--- config.mk ---
export PLATFORM = sky130hd
export DESIGN_NAME = bus_cycle_ctl
export DESIGN_NICKNAME = d
export VERILOG_FILES = /design/src/rtl/bus_cycle_ctl.sv
export SDC_FILE = /design/constraint.sdc
export NUM_CORES = 1
export LEC_CHECK = 0
export BUFFER_PORTS_ARGS = -buffer_cell sky130_fd_sc_hd__clkbuf_2
export CORE_ASPECT_RATIO = 0.9
export CORE_MARGIN = 2
export CORE_UTILIZATION = 45
export DETAILED_ROUTE_END_ITERATION = 8
export PLACE_DENSITY_LB_ADDON = 0.15
export REMOVE_ABC_BUFFERS = 1
export SYNTH_ARGS = -nofsm -noshare
export SYNTH_HDL_FRONTEND = slang
export SYNTH_SLANG_ARGS = --single-unit
export TNS_END_PERCENT = 30
--- constraint.sdc ---
create_clock -name CLK -period 2.15 [get_ports CLK]
set_clock_uncertainty 0.15 [all_clocks]
set_input_delay 0.1075 -clock CLK [delete_from_list [all_inputs] [get_ports CLK]]
set_output_delay 0.1075 -clock CLK [all_outputs]
set_load 0.02 [all_outputs]
--- src/rtl/bus_cycle_ctl.sv ---
// Memory-cycle sequencer: one core read/write becomes a 4-T-state ASIC bus cycle.
// Latency: 4 cycles accept-to-ack with zero waits, +1 per wait state, MAX_WAIT+3 on abort.
// Backpressure: wait_n=0 stretches T2; req is only sampled in IDLE/T4, ignored while busy.
//
// Ports:
//   CLK, RESET            clock, synchronous active-high reset
//   req/we/addr/wdata     core request, captured on acceptance
//   busy/ack/err/rdata    core status, completion pulse, timeout flag, read data
//   A/nRD/nWR             ASIC address bus and active-low strobes
//   DL_Control1           latch bus connect, active-low (0 = core on DataBus)
//   db_out/db_oe/db_in    DataBus write drive, drive enable, sampled read value
//   wait_n                0 = peripheral inserts a wait state in T2

module bus_cycle_ctl #(
    parameter int ADDR_W   = 16,
    parameter int DATA_W   = 8,
    parameter int MAX_WAIT = 15
) (
    input  logic              CLK,
    input  logic              RESET,
    input  logic              req,
    input  logic              we,
    input  logic [ADDR_W-1:0] addr,
    input  logic [DATA_W-1:0] wdata,
    output logic              busy,
    output logic              ack,
    output logic              err,
    output logic [DATA_W-1:0] rdata,
    output logic [ADDR_W-1:0] A,
    output logic              nRD,
    output logic              nWR,
    output logic              DL_Control1,
    output logic [DATA_W-1:0] db_out,
    output logic              db_oe,
    input  logic [DATA_W-1:0] db_in,
    input  logic              wait_n
);

    typedef enum logic [2:0] {
        S_IDLE = 3'd0,
        S_T1   = 3'd1,
        S_T2   = 3'd2,
        S_T3   = 3'd3,
        S_T4   = 3'd4
    } state_t;

    localparam logic [7:0] LP_MAX_WAIT = 8'(MAX_WAIT);

    // current registered state and outputs
    state_t              r_state;
    logic                r_we;
    logic [DATA_W-1:0]   r_wdata;
    logic [7:0]          r_wcnt;
    logic                r_busy;
    logic                r_ack;
    logic                r_err;
    logic [DATA_W-1:0]   r_rdata;
    logic [ADDR_W-1:0]   r_a;
    logic                r_nrd;
    logic                r_nwr;
    logic                r_dl;
    logic [DATA_W-1:0]   r_db_out;
    logic                r_db_oe;

    // next-state values
    state_t              w_state;
    logic                w_we;
    logic [DATA_W-1:0]   w_wdata;
    logic [7:0]          w_wcnt;
    logic                w_busy;
    logic                w_ack;
    logic                w_err;
    logic [DATA_W-1:0]   w_rdata;
    logic [ADDR_W-1:0]   w_a;
    logic                w_nrd;
    logic                w_nwr;
    logic                w_dl;
    logic [DATA_W-1:0]   w_db_out;
    logic                w_db_oe;
    logic                w_accept;

    // T4 is the only state besides IDLE that can take a new request,
    // which gives back-to-back cycles without an IDLE bubble.
    assign w_accept = req && ((r_state == S_IDLE) || (r_state == S_T4));

    always_comb begin
        w_state  = r_state;
        w_we     = r_we;
        w_wdata  = r_wdata;
        w_wcnt   = r_wcnt;
        w_busy   = r_busy;
        w_ack    = 1'b0;
        w_err    = 1'b0;
        w_rdata  = r_rdata;
        w_a      = r_a;
        w_nrd    = r_nrd;
        w_nwr    = r_nwr;
        w_dl     = r_dl;
        w_db_out = r_db_out;
        w_db_oe  = r_db_oe;

        case (r_state)
            S_IDLE: begin
                // acceptance handled below
            end

            S_T1: begin
                // assert exactly one strobe; drive data only for writes
                w_state = S_T2;
                w_nrd   = r_we;
                w_nwr   = ~r_we;
                w_db_oe = r_we;
                if (r_we) begin
                    w_db_out = r_wdata;
                end
            end

            S_T2: begin
                if (wait_n) begin
                    w_state = S_T3;
                end else if (r_wcnt == LP_MAX_WAIT) begin
                    // timeout: skip T3 so an aborted read never touches rdata
                    w_state = S_T4;
                    w_nrd   = 1'b1;
                    w_nwr   = 1'b1;
                    w_db_oe = 1'b0;
                    w_dl    = 1'b1;
                    w_ack   = 1'b1;
                    w_err   = 1'b1;
                end else if (r_wcnt != 8'hFF) begin
                    w_wcnt = r_wcnt + 8'd1;
                end
            end

            S_T3: begin
                w_state = S_T4;
                if (!r_we) begin
                    w_rdata = db_in;
                end
                w_nrd   = 1'b1;
                w_nwr   = 1'b1;
                w_db_oe = 1'b0;
                w_dl    = 1'b1;
                w_ack   = 1'b1;
            end

            S_T4: begin
                w_state = S_IDLE;
                w_busy  = 1'b0;
            end

            default: begin
                w_state = S_IDLE;
                w_busy  = 1'b0;
            end
        endcase

        // new cycle: capture request, present address, connect latch bus
        if (w_accept) begin
            w_state = S_T1;
            w_busy  = 1'b1;
            w_we    = we;
            w_wdata = wdata;
            w_a     = addr;
            w_dl    = 1'b0;
            w_wcnt  = 8'd0;
        end
    end

    always_ff @(posedge CLK) begin
        if (RESET) begin
            r_state  <= S_IDLE;
            r_we     <= 1'b0;
            r_wdata  <= '0;
            r_wcnt   <= 8'd0;
            r_busy   <= 1'b0;
            r_ack    <= 1'b0;
            r_err    <= 1'b0;
            r_rdata  <= '0;
            r_a      <= '0;
            r_nrd    <= 1'b1;
            r_nwr    <= 1'b1;
            r_dl     <= 1'b1;
            r_db_out <= '0;
            r_db_oe  <= 1'b0;
        end else begin
            r_state  <= w_state;
            r_we     <= w_we;
            r_wdata  <= w_wdata;
            r_wcnt   <= w_wcnt;
            r_busy   <= w_busy;
            r_ack    <= w_ack;
            r_err    <= w_err;
            r_rdata  <= w_rdata;
            r_a      <= w_a;
            r_nrd    <= w_nrd;
            r_nwr    <= w_nwr;
            r_dl     <= w_dl;
            r_db_out <= w_db_out;
            r_db_oe  <= w_db_oe;
        end
    end

    assign busy        = r_busy;
    assign ack         = r_ack;
    assign err         = r_err;
    assign rdata       = r_rdata;
    assign A           = r_a;
    assign nRD         = r_nrd;
    assign nWR         = r_nwr;
    assign DL_Control1 = r_dl;
    assign db_out      = r_db_out;
    assign db_oe       = r_db_oe;

endmodule

==> results of run 1 <==
-- power groups by stage --
stage	combinational, mW	clock [mW]	sequential (mW)
2_1_floorplan	0.110	0	1.23
3_3_place_gp	0.267	0	1.20
3_5_place_dp	0.270	0	1.20
4_1_cts	0.318	1.08	1.17
5_1_grt	0.350	1.13	1.18
6_report	0.317	1.05	1.17
-- path summary, 6_finish.rpt --
kind	start	endpoint	slack, ns	cells past startpoint
hold reg to reg	r_wdata[3]	db_out[3]	0.30	2
setup reg to reg	r_state[0]	rdata[5]	0.23	5
hold / removal	req	r_state[0]	0.004	3
setup / recovery	r_state[0]	rdata[5]	0.23	5
-- worst max-delay path, stage by stage (launching register included) --
cell and delay, ns:
dfxtp_1 0.53, nor2b_1 0.31, nor3b_1 0.28, buf_4 0.24
mux2i_1 0.23, nor2_1 0.05
-- registers in the layout (all words and copies together) (netlist names) --
signal       cells
A               16
DL_Control1      1
ack              1
busy             1
db_oe            1
db_out           8
err              1
nRD              1
nWR              1
r_state          3
r_wcnt           8
r_wdata          8
r_we             1
rdata            8
-- logic make-up after synthesis --
logic type,share of synthesized area (%)
AOI/OAI and AO/OA,15.2
xor gates and xnor gates,0.388
adders and majority gates,0.554
buffers and inverters,3.04
DFF,52.3
muxes,4.43
and+or+nand+nor,24.1
-- metrics by stage --
stage / utilization, % / cell area [um2] / std cells
floorplan: - / 2200 / 244
global placement: 55.9 / 2700 / 388
detailed placement: 55.9 / 2700 / 388
CTS: 67.4 / 3260 / 437
global route: 67.4 / 3260 / 437
finish: 67.4 / 3260 / 437
-- cell usage in the layout (no fill, tap or decap), drive strengths merged, types with 2 or more instances in the layout --
cell type / synthesis / layout
nor3: 4 / 4
nand4: 3 / 3
nand3b: 2 / 2
o21ai: 4 / 4
dlygate4sd3: 0 / 34
clkbuf: 12 / 89
nand2b: 3 / 3
a21oi: 41 / 41
or4: 3 / 3
mux2i: 10 / 10
or2: 2 / 2
dfxtp: 59 / 59
o31ai: 3 / 3
buf: 2 / 4
nor2: 15 / 15
and3: 2 / 2
nor3b: 2 / 2
nand3: 2 / 2
nand2: 71 / 71
-- routing by layer --
| metal | vias to the layer above | track usage (%) | wire length [um] |
|---|---|---|---|
| li1 | 1103 | - | - |
| met3 | 8 | 7.68 | 373 |
| met5 | - | 0 | 0 |
| met4 | 0 | 8.19 | 75 |
| met2 | 66 | 30.9 | 2310 |
| met1 | 951 | 23.6 | 2420 |
-- layout make-up --
| type | instances | share of cell area, % |
|---|---|---|
| Sequential cell | 59 | 36.3 |
| Multi-Input combinational cell | 183 | 31.2 |
| Timing Repair Buffer | 113 | 23.3 |
| Clock buffer | 14 | 5.61 |
| Tap cell | 65 | 2.50 |
| Clock inverter | 1 | 0.922 |
| Inverter | 2 | 0.231 |
==> out/results.ini, run 1 <==
[outcome]
status=completed

[timing]
worstMarginPinSlew_ns=0.472
finalMaxSlewViolations=0
min_period_over_period_pct=89.3
maxSlewHeadroom_pct=68.2
period_needed_ns=1.92
grt_setup_unrepaired=no
setup_tns_ns=0
clock.fmax_ghz=0.521
setup_viol=0
finalHoldViolCount=0
fin_ws_ns=0.231
whs_ns=0.00392

[yosys]
synth_edf_count=0
yosys.area.top_type=dfxtp_1
synthCells=258
syn_area_per_cell_um2=8.76
ys.warnings.count=0
synthDistinctLibCells=40
synth_seq_cells=59
synth_area_um2=2260
synth-async-reset-ratio_pct=0
synthTopCellsByCount=nand2_1, dfxtp_1, a21oi_1
synth-seq-area-share_pct=52.3
synth.most_common_cell=nand2_1
synthFlopType=dfxtp_1
yosys.area.top_type_share_pct=52.3
synth_area_leaders=dfxtp_1, nand2_1, a21oi_1

[die]
row_count=24
die_x_um=78.7
start_util_pct=46.7
dieArea_um2=5610
core_area_um2=4830
io_pins=76
dieHeight_um=71.2

[power_and_ir_drop]
cellInternalPower_mw=1.94
comb_power_share_pct=12.5
p_leak_nw=1.35
p_seq_share_pct=46.1
p_per_area_nw_per_um2=782
vdd_ir_drop_max_mv=0.460
switchingPower_mw=0.604
power_frac_clock_pct=41.4
p_total_mw=2.55
switching_share_pct=23.7

[finish]
n_antenna_cell=0
drive_gt1_share_pct=27.7
synthToLayoutAreaGrowth_pct=44.1
fillers=390
final_nets=406
register_area_um2=1180
multi_input_area_um2=1020

[routing]
vias_per_cell=4.87
ant_nets=0
first_pass_iters=4
post_drt_wl_per_cell_um=11.9
via_count=2128
drc_errors=0
drt_iter0_markers=70
wl_um=5180

[grt]
grt_use_total_pct=19.4
grt_overflow=0
grt_max_degree=43
grt_pass1_wl_um=8490
grt_pass1_vias=1884
antenna_found_initial=0

[clock_network]
insertion_delay_ns=0.33
tritoncts=done
htreeDepth=3
cts_setup_buffers=0
clk_pin_slew_ns=0.06
postCtsHoldBufs=34
clockBufferDepth=2
cts_made_buffers=9
clk_root_buffer_cell=clkbuf_8
cts-resized-gates=0
clock-sinks=59

[min_path]
min-delay-path-class=in -> reg

[job]
cap_viol_max_count=0

[critical_path]
critPathCaptureType=flip-flop
critPathMaxFanout=8
cp-start-kind=flip-flop
criticalPathCategory=reg -> reg
crit_required_ns=2.21
crit_arrival_ns=1.98

[place]
numPortBuffers=75
dp_hpwl_um=3180
post-place-ws_ns=0.233
gp_congestion=0.772

(Power assumes the default switching activity.)
==> run 2, diff against run 1 <==
Settings changed: ABC_AREA set to 1.
==> run 2 against run 1 <==
Against the previous run:
- cell area up 3.2%
- fmax up 0.25%
- via count up 11%
- sequential power about the same
- synthesized area up 3.9%
- clock power up 8%
- clock-buffer cell count down 2
- sequential share of layout area down 1.1 points
- worst setup slack better by 0.0047 ns
==> out/results.ini, run 2 <==
[yosys]
synthDistinctLibCells=30  ; -25%
synth_edf_count=0  ; unchanged
ys.warnings.count=0  ; unchanged
synthCells=301  ; +17%
synthTopCellsByCount=nor2_1, dfxtp_1, nand2_1
synth_area_um2=2350  ; +3.9%
yosys.area.top_type_share_pct=50.3  ; -2.0 points
synth-async-reset-ratio_pct=0  ; unchanged
yosys.area.top_type=dfxtp_1
synth_seq_cells=59  ; unchanged
syn_area_per_cell_um2=7.80  ; -11%
synth-seq-area-share_pct=50.3  ; -2.0 points
synth.most_common_cell=nor2_1
synthFlopType=dfxtp_1
synth_area_leaders=dfxtp_1, nor2_1, nand2_1

[grt]
grt_pass1_wl_um=9740  ; +15%
grt_use_total_pct=21.8  ; +2.4 points
grt_overflow=0  ; unchanged
antenna_found_initial=0  ; unchanged
grt_pass1_vias=2165  ; +15%
grt_max_degree=36  ; -16%

[critical_path]
path_buf_inv=2  ; +1
crit_required_ns=2.27  ; +0.06 ns
critPathCaptureType=flip-flop
path_delay_family=buffers and inverters
cp-start-kind=flip-flop
crit_slowest_cell=dlygate4sd3_1
criticalPathCategory=reg -> reg
crit_arrival_ns=2.03  ; +0.05 ns
path_cells=ha_1, nand3_4, clkinv_4, nand3_4, nor4_1, dlygate4sd3_1
critPathMaxFanout=4  ; -4
timing.critical_path.mode_cell=nand3_4
max_stage_delay_ns=0.57  ; +0.04 ns

[clock_network]
clock-sinks=59  ; unchanged
cts_made_buffers=9  ; unchanged
clk_pin_slew_ns=0.06  ; about the same
insertion_delay_ns=0.33  ; about the same
tritoncts=done
clockBufferDepth=2  ; unchanged
cts_setup_buffers=0  ; unchanged
clk_root_buffer_cell=clkbuf_8
htreeDepth=3  ; unchanged

[routing]
drt_iter0_markers=125  ; +79%
first_pass_iters=4  ; unchanged
via_count=2354  ; +11%
vias_per_cell=4.84  ; -0.53%
drc_errors=0  ; unchanged
post_drt_wl_per_cell_um=11.9  ; about the same
ant_nets=0  ; unchanged
wl_um=5760  ; +11%

[place]
numPortBuffers=75  ; unchanged
dp_cells=434  ; +12%
dp_hpwl_um=3660  ; +15%
post-place-ws_ns=0.546  ; +0.313 ns
gp_congestion=0.871  ; +13%

[timing]
finalHoldViolCount=0  ; unchanged
period_needed_ns=1.91  ; -0.00471 ns
worstMarginPinSlew_ns=0.516  ; +0.0443 ns
setup_tns_ns=0  ; unchanged
fin_ws_ns=0.236  ; +0.00471 ns
grt_setup_unrepaired=no
clock.fmax_ghz=0.522  ; +0.25%
maxSlewHeadroom_pct=65.6  ; -2.7 points
setup_viol=0  ; unchanged
min_period_over_period_pct=89.0  ; -0.22 points
finalMaxSlewViolations=0  ; unchanged

[finish]
instances_no_fill=486  ; +11%
final_nets=454  ; +12%
postLayoutCoreUtil_pct=68.3  ; +0.90 points
layout_common_cells=nor2_1, clkbuf_2, dfxtp_1, nand2_1, dlygate4sd3_1
n_antenna_cell=0  ; unchanged
largest_reg_flops=16  ; unchanged
synthToLayoutAreaGrowth_pct=43.2
drive_gt1_share_pct=28.3  ; +0.58 points
final_common_cell=nor2_1
fillers=425  ; +9.0%

[power_and_ir_drop]
vdd_ir_drop_max_mv=0.483  ; +4.9%
p_total_mw=2.67  ; +5.0%
p_per_area_nw_per_um2=796  ; +1.7%
p_leak_nw=1.54  ; +14%

[min_path]
min-delay-path-class=in -> reg

[outcome]
status=completed

[die]
die_x_um=80.2  ; +1.8%
row_count=24  ; unchanged
core_area_um2=4920  ; +1.9%
dieHeight_um=72.5  ; +1.8%
io_pins=76  ; unchanged
dieArea_um2=5810  ; +3.7%
start_util_pct=47.7  ; +0.95 points

[job]
cap_viol_max_count=0  ; unchanged

==> run 2: kinds of logic after synthesis <==
family / count (synthesis) / synth area share [%]
flip-flops: 59 / 50.3
adder cells (fa/ha/maj): 1 / 0.533
AO/OA/AOI/OAI: 59 / 12.9
AND/OR/NAND/NOR: 154 / 30.3
XOR/XNOR: 3 / 1.12
buffers and inverters: 25 / 4.90
==> run 2: power breakdown <==
group	switching [mW]	total (mW)	internal, mW
Clock	0.416	1.13	0.714
Combinational	0.202	0.350	0.148
Sequential	0.0368	1.19	1.16
==> run 2: final timing paths <==
check            start    endpoint  slack [ns]  cells after the start
max reg2reg  r_wcnt[1]         err        0.24                      6
min reg2reg      A[13]       A[13]        0.33                      2
max          r_wcnt[1]         err        0.24                      6
min                req  r_wdata[4]        0.18                      4
==> run 2: stage by stage <==
stage,hold slack [ns],instance area [um2]
4_1_cts,0.177,3360
3_3_place_gp,0.182,2770
3_5_place_dp,0.185,2770
2_1_floorplan,0.0266,2290
6_report,0.177,3360
5_1_grt,0.210,3360
==> run 2: timing repair <==
item / 4_1_cts / 5_1_grt
hold buffers: 36 / 0
gates resized for setup: 0 / 0
setup endpoints to repair: 0 / 0
hold endpoints to repair: 40 / 0
==> run 2: tightest hold or removal path: stages <==
cell	delay (ns)
clkbuf_2	0.09
nand3_1	0.25
o21ai_1	0.10
nor2_1	0.07
==> run 2: per-layer routing <==
layer / part of all wire (%) / routed length [um] / GRT usage (%) / vias up
met2: 47 / 2710 / 34.8 / 72
met3: 6.1 / 350 / 8.96 / 4
met1: 46 / 2640 / 27.5 / 1071
met5: 0 / 0 / 0 / -
met4: 0.92 / 53 / 5.65 / 0
li1: - / - / - / 1207
==> run 2: final cells by class <==
cell class | count | area [um2] | area share (%)
inverters | 15 | 61.3 | 1.82
well taps | 65 | 81.3 | 2.42
flip-flops and latches | 59 | 1180 | 35.1
repair buffers | 114 | 758 | 22.6
multi-input cells | 217 | 1050 | 31.3
clock buffers | 12 | 155 | 4.61
clock inverters | 4 | 72.6 | 2.16
==> run 3, diff against run 2 <==
Settings changed: GPL_ROUTABILITY_DRIVEN set to 0.
Clock period 2.15 ns to 2.2 ns, I/O delays scaled along.
==> run 3 against run 2 <==
Against the previous run:
- via count decreased by 0.59%
- die area is the same
- non-clock buffer count decreased by 1
- routed wire length up 1.6%
- critical endpoint unchanged
- worst hold slack worse by 0.0028 ns
- largest power group unchanged
- fmax up 1.6%
- highest routed layer unchanged
- register-to-register slack improved by 0.08 ns
- critical path depth stayed put
==> out/results.ini, run 3 (same netlist as run 2, synthesis figures left out) <==
[clock_network]
cts_setup_buffers=0  ; unchanged
insertion_delay_ns=0.33  ; about the same
clockBufferDepth=2  ; unchanged
cts-resized-gates=0  ; unchanged
tritoncts=done
htreeDepth=3  ; unchanged
cts_made_buffers=9  ; unchanged
clk_root_buffer_cell=clkbuf_8
clock-sinks=59  ; unchanged
clk_pin_slew_ns=0.06  ; about the same

[routing]
vias_per_cell=4.83  ; -0.18%
ant_nets=0  ; unchanged
drt_iter0_markers=88  ; -30%
via_count=2340  ; -0.59%
post_drt_wl_per_cell_um=12.1  ; +2.0%
drc_errors=0  ; unchanged
first_pass_iters=4  ; unchanged
wl_um=5850  ; +1.6%

[finish]
synthToLayoutAreaGrowth_pct=41.4
final_nets=453  ; -0.22%
n_antenna_cell=0  ; unchanged
drive_gt1_share_pct=27.7  ; -0.58 points
largest_reg_flops=16  ; unchanged
layout_common_cells=nor2_1, clkbuf_2, dfxtp_1, nand2_1, dlygate4sd3_1
postLayoutCoreUtil_pct=67.4  ; -0.84 points
final_common_cell=nor2_1
fillers=420  ; -1.2%

[critical_path]
path_delay_family=buffers and inverters
r2r_end=err
path_buf_inv=2  ; unchanged
crit_slowest_cell=dlygate4sd3_1
path_cells=ha_1, nand3_4, clkinv_4, nand3_4, nor4_1, dlygate4sd3_1
criticalPathCategory=reg -> reg
cp-start-kind=flip-flop
timing.critical_path.mode_cell=nand3_4
reg2reg_slack_ns=0.32  ; +0.08 ns
critPathCaptureType=flip-flop
crit_required_ns=2.33  ; +0.06 ns
max_stage_delay_ns=0.57  ; about the same
crit_arrival_ns=2.01  ; -0.02 ns
critPathMaxFanout=4  ; unchanged
reg2reg_depth=6  ; unchanged
r2r_start=r_wcnt[1]

[timing]
setup_viol=0  ; unchanged
worstMarginPinSlew_ns=0.559  ; +0.0430 ns
finalMaxSlewViolations=0  ; unchanged
clock.fmax_ghz=0.531  ; +1.6%
min_period_over_period_pct=85.6  ; -3.4 points
grt_setup_unrepaired=no
fin_ws_ns=0.317  ; +0.0810 ns
maxSlewHeadroom_pct=62.7  ; -2.9 points
finalHoldViolCount=0  ; unchanged
setup_tns_ns=0  ; unchanged
period_needed_ns=1.88  ; -0.0310 ns

[grt]
grt_overflow=0  ; unchanged
grt_pass1_wl_um=9780  ; +0.50%
grt_max_degree=37  ; +2.8%
grt_use_total_pct=21.7  ; -0.15 points
antenna_found_initial=0  ; unchanged
grt_pass1_vias=2178  ; +0.60%

[power_and_ir_drop]
p_seq_share_pct=47.0  ; +2.4 points
power_frac_clock_pct=39.3  ; -3.0 points
switchingPower_mw=0.631  ; -3.7%
cellInternalPower_mw=1.85  ; -8.3%
p_leak_nw=1.53  ; -1.1%
vdd_ir_drop_max_mv=0.427  ; -12%
p_per_area_nw_per_um2=748  ; -6.0%
switching_share_pct=25.4  ; +0.92 points
comb_power_share_pct=13.7  ; +0.6 points

[die]
dieArea_um2=5810  ; unchanged
start_util_pct=47.7  ; unchanged
io_pins=76  ; unchanged
core_area_um2=4920  ; unchanged
die_x_um=80.2  ; unchanged
dieHeight_um=72.5  ; unchanged
row_count=24  ; unchanged

[min_path]
min_from=req
min_to=DL_Control1
holdPathStages=4  ; unchanged
min-delay-path-class=in -> reg

[outcome]
status=completed

[job]
cap_viol_max_count=0  ; unchanged

[place]
numPortBuffers=75  ; unchanged
post-place-ws_ns=0.600  ; +0.0533 ns
dp_hpwl_um=3680  ; +0.45%

==> run 3: worst max-delay path by stage <==
stage / startpoint / end / slack [ns] / cells after the start
floorplan: r_state[1] / A[10] / 0.50 / 5
global placement: r_wcnt[0] / r_wcnt[6] / 0.66 / 8
detailed placement: r_wcnt[0] / r_wcnt[6] / 0.60 / 8
CTS: r_wcnt[1] / err / 0.29 / 6
global route: r_wcnt[1] / err / 0.22 / 6
finish: r_wcnt[1] / err / 0.32 / 6
==> run 3: layout make-up <==
type                            count  area, um2  area share, %
Clock buffer                       13        159           4.79
Sequential cell                    59       1180           35.6
Tap cell                           65       81.3           2.45
Clock inverter                      2       35.0           1.06
Multi-Input combinational cell    217       1050           31.7
Timing Repair Buffer              113        751           22.6
Inverter                           15       61.3           1.85
==> run 3: metal layers <==
metal	share of wire, %	track usage [%]	wire, um	vias up
li1	-	-	-	1198
met1	45	26.9	2630	1055
met2	47	34.9	2740	81
met3	7.0	7.96	408	6
met4	1.2	7.53	69	0
met5	0	0	0	-
==> run 3: repair_timing <==
item,4_1_cts,5_1_grt
hold endpoints to repair,40,0
hold buffers,36,0
endpoints found under the setup margin,0,0
==> run 3: through the flow <==
step | instances | instance area (um2) | hold WS [ns] | total power, mW
floorplan | 291 | 2290 | 0.0291 | 1.36
global placement | 433 | 2770 | 0.182 | 1.47
detailed placement | 433 | 2770 | 0.191 | 1.48
CTS | 484 | 3320 | 0.166 | 2.50
global route | 484 | 3320 | 0.215 | 2.60
finish | 484 | 3320 | 0.174 | 2.48
==> run 3: worst register-to-register path: cells and delay by family, from the launching register on <==
kind | cells | cell delay, ns
flip-flops | 1 | 0.38
AND/OR/NAND/NOR | 3 | 0.37
buffers and inverters | 2 | 0.67
adder cells (fa/ha/maj) | 1 | 0.27
==> run 3: power groups by stage <==
stage	Sequential, mW	Clock (mW)	Combinational, mW
finish	1.17	0.976	0.339
floorplan	1.24	0	0.124
detailed placement	1.19	0	0.287
global route	1.17	1.05	0.378
global placement	1.19	0	0.285
CTS	1.17	0.999	0.336
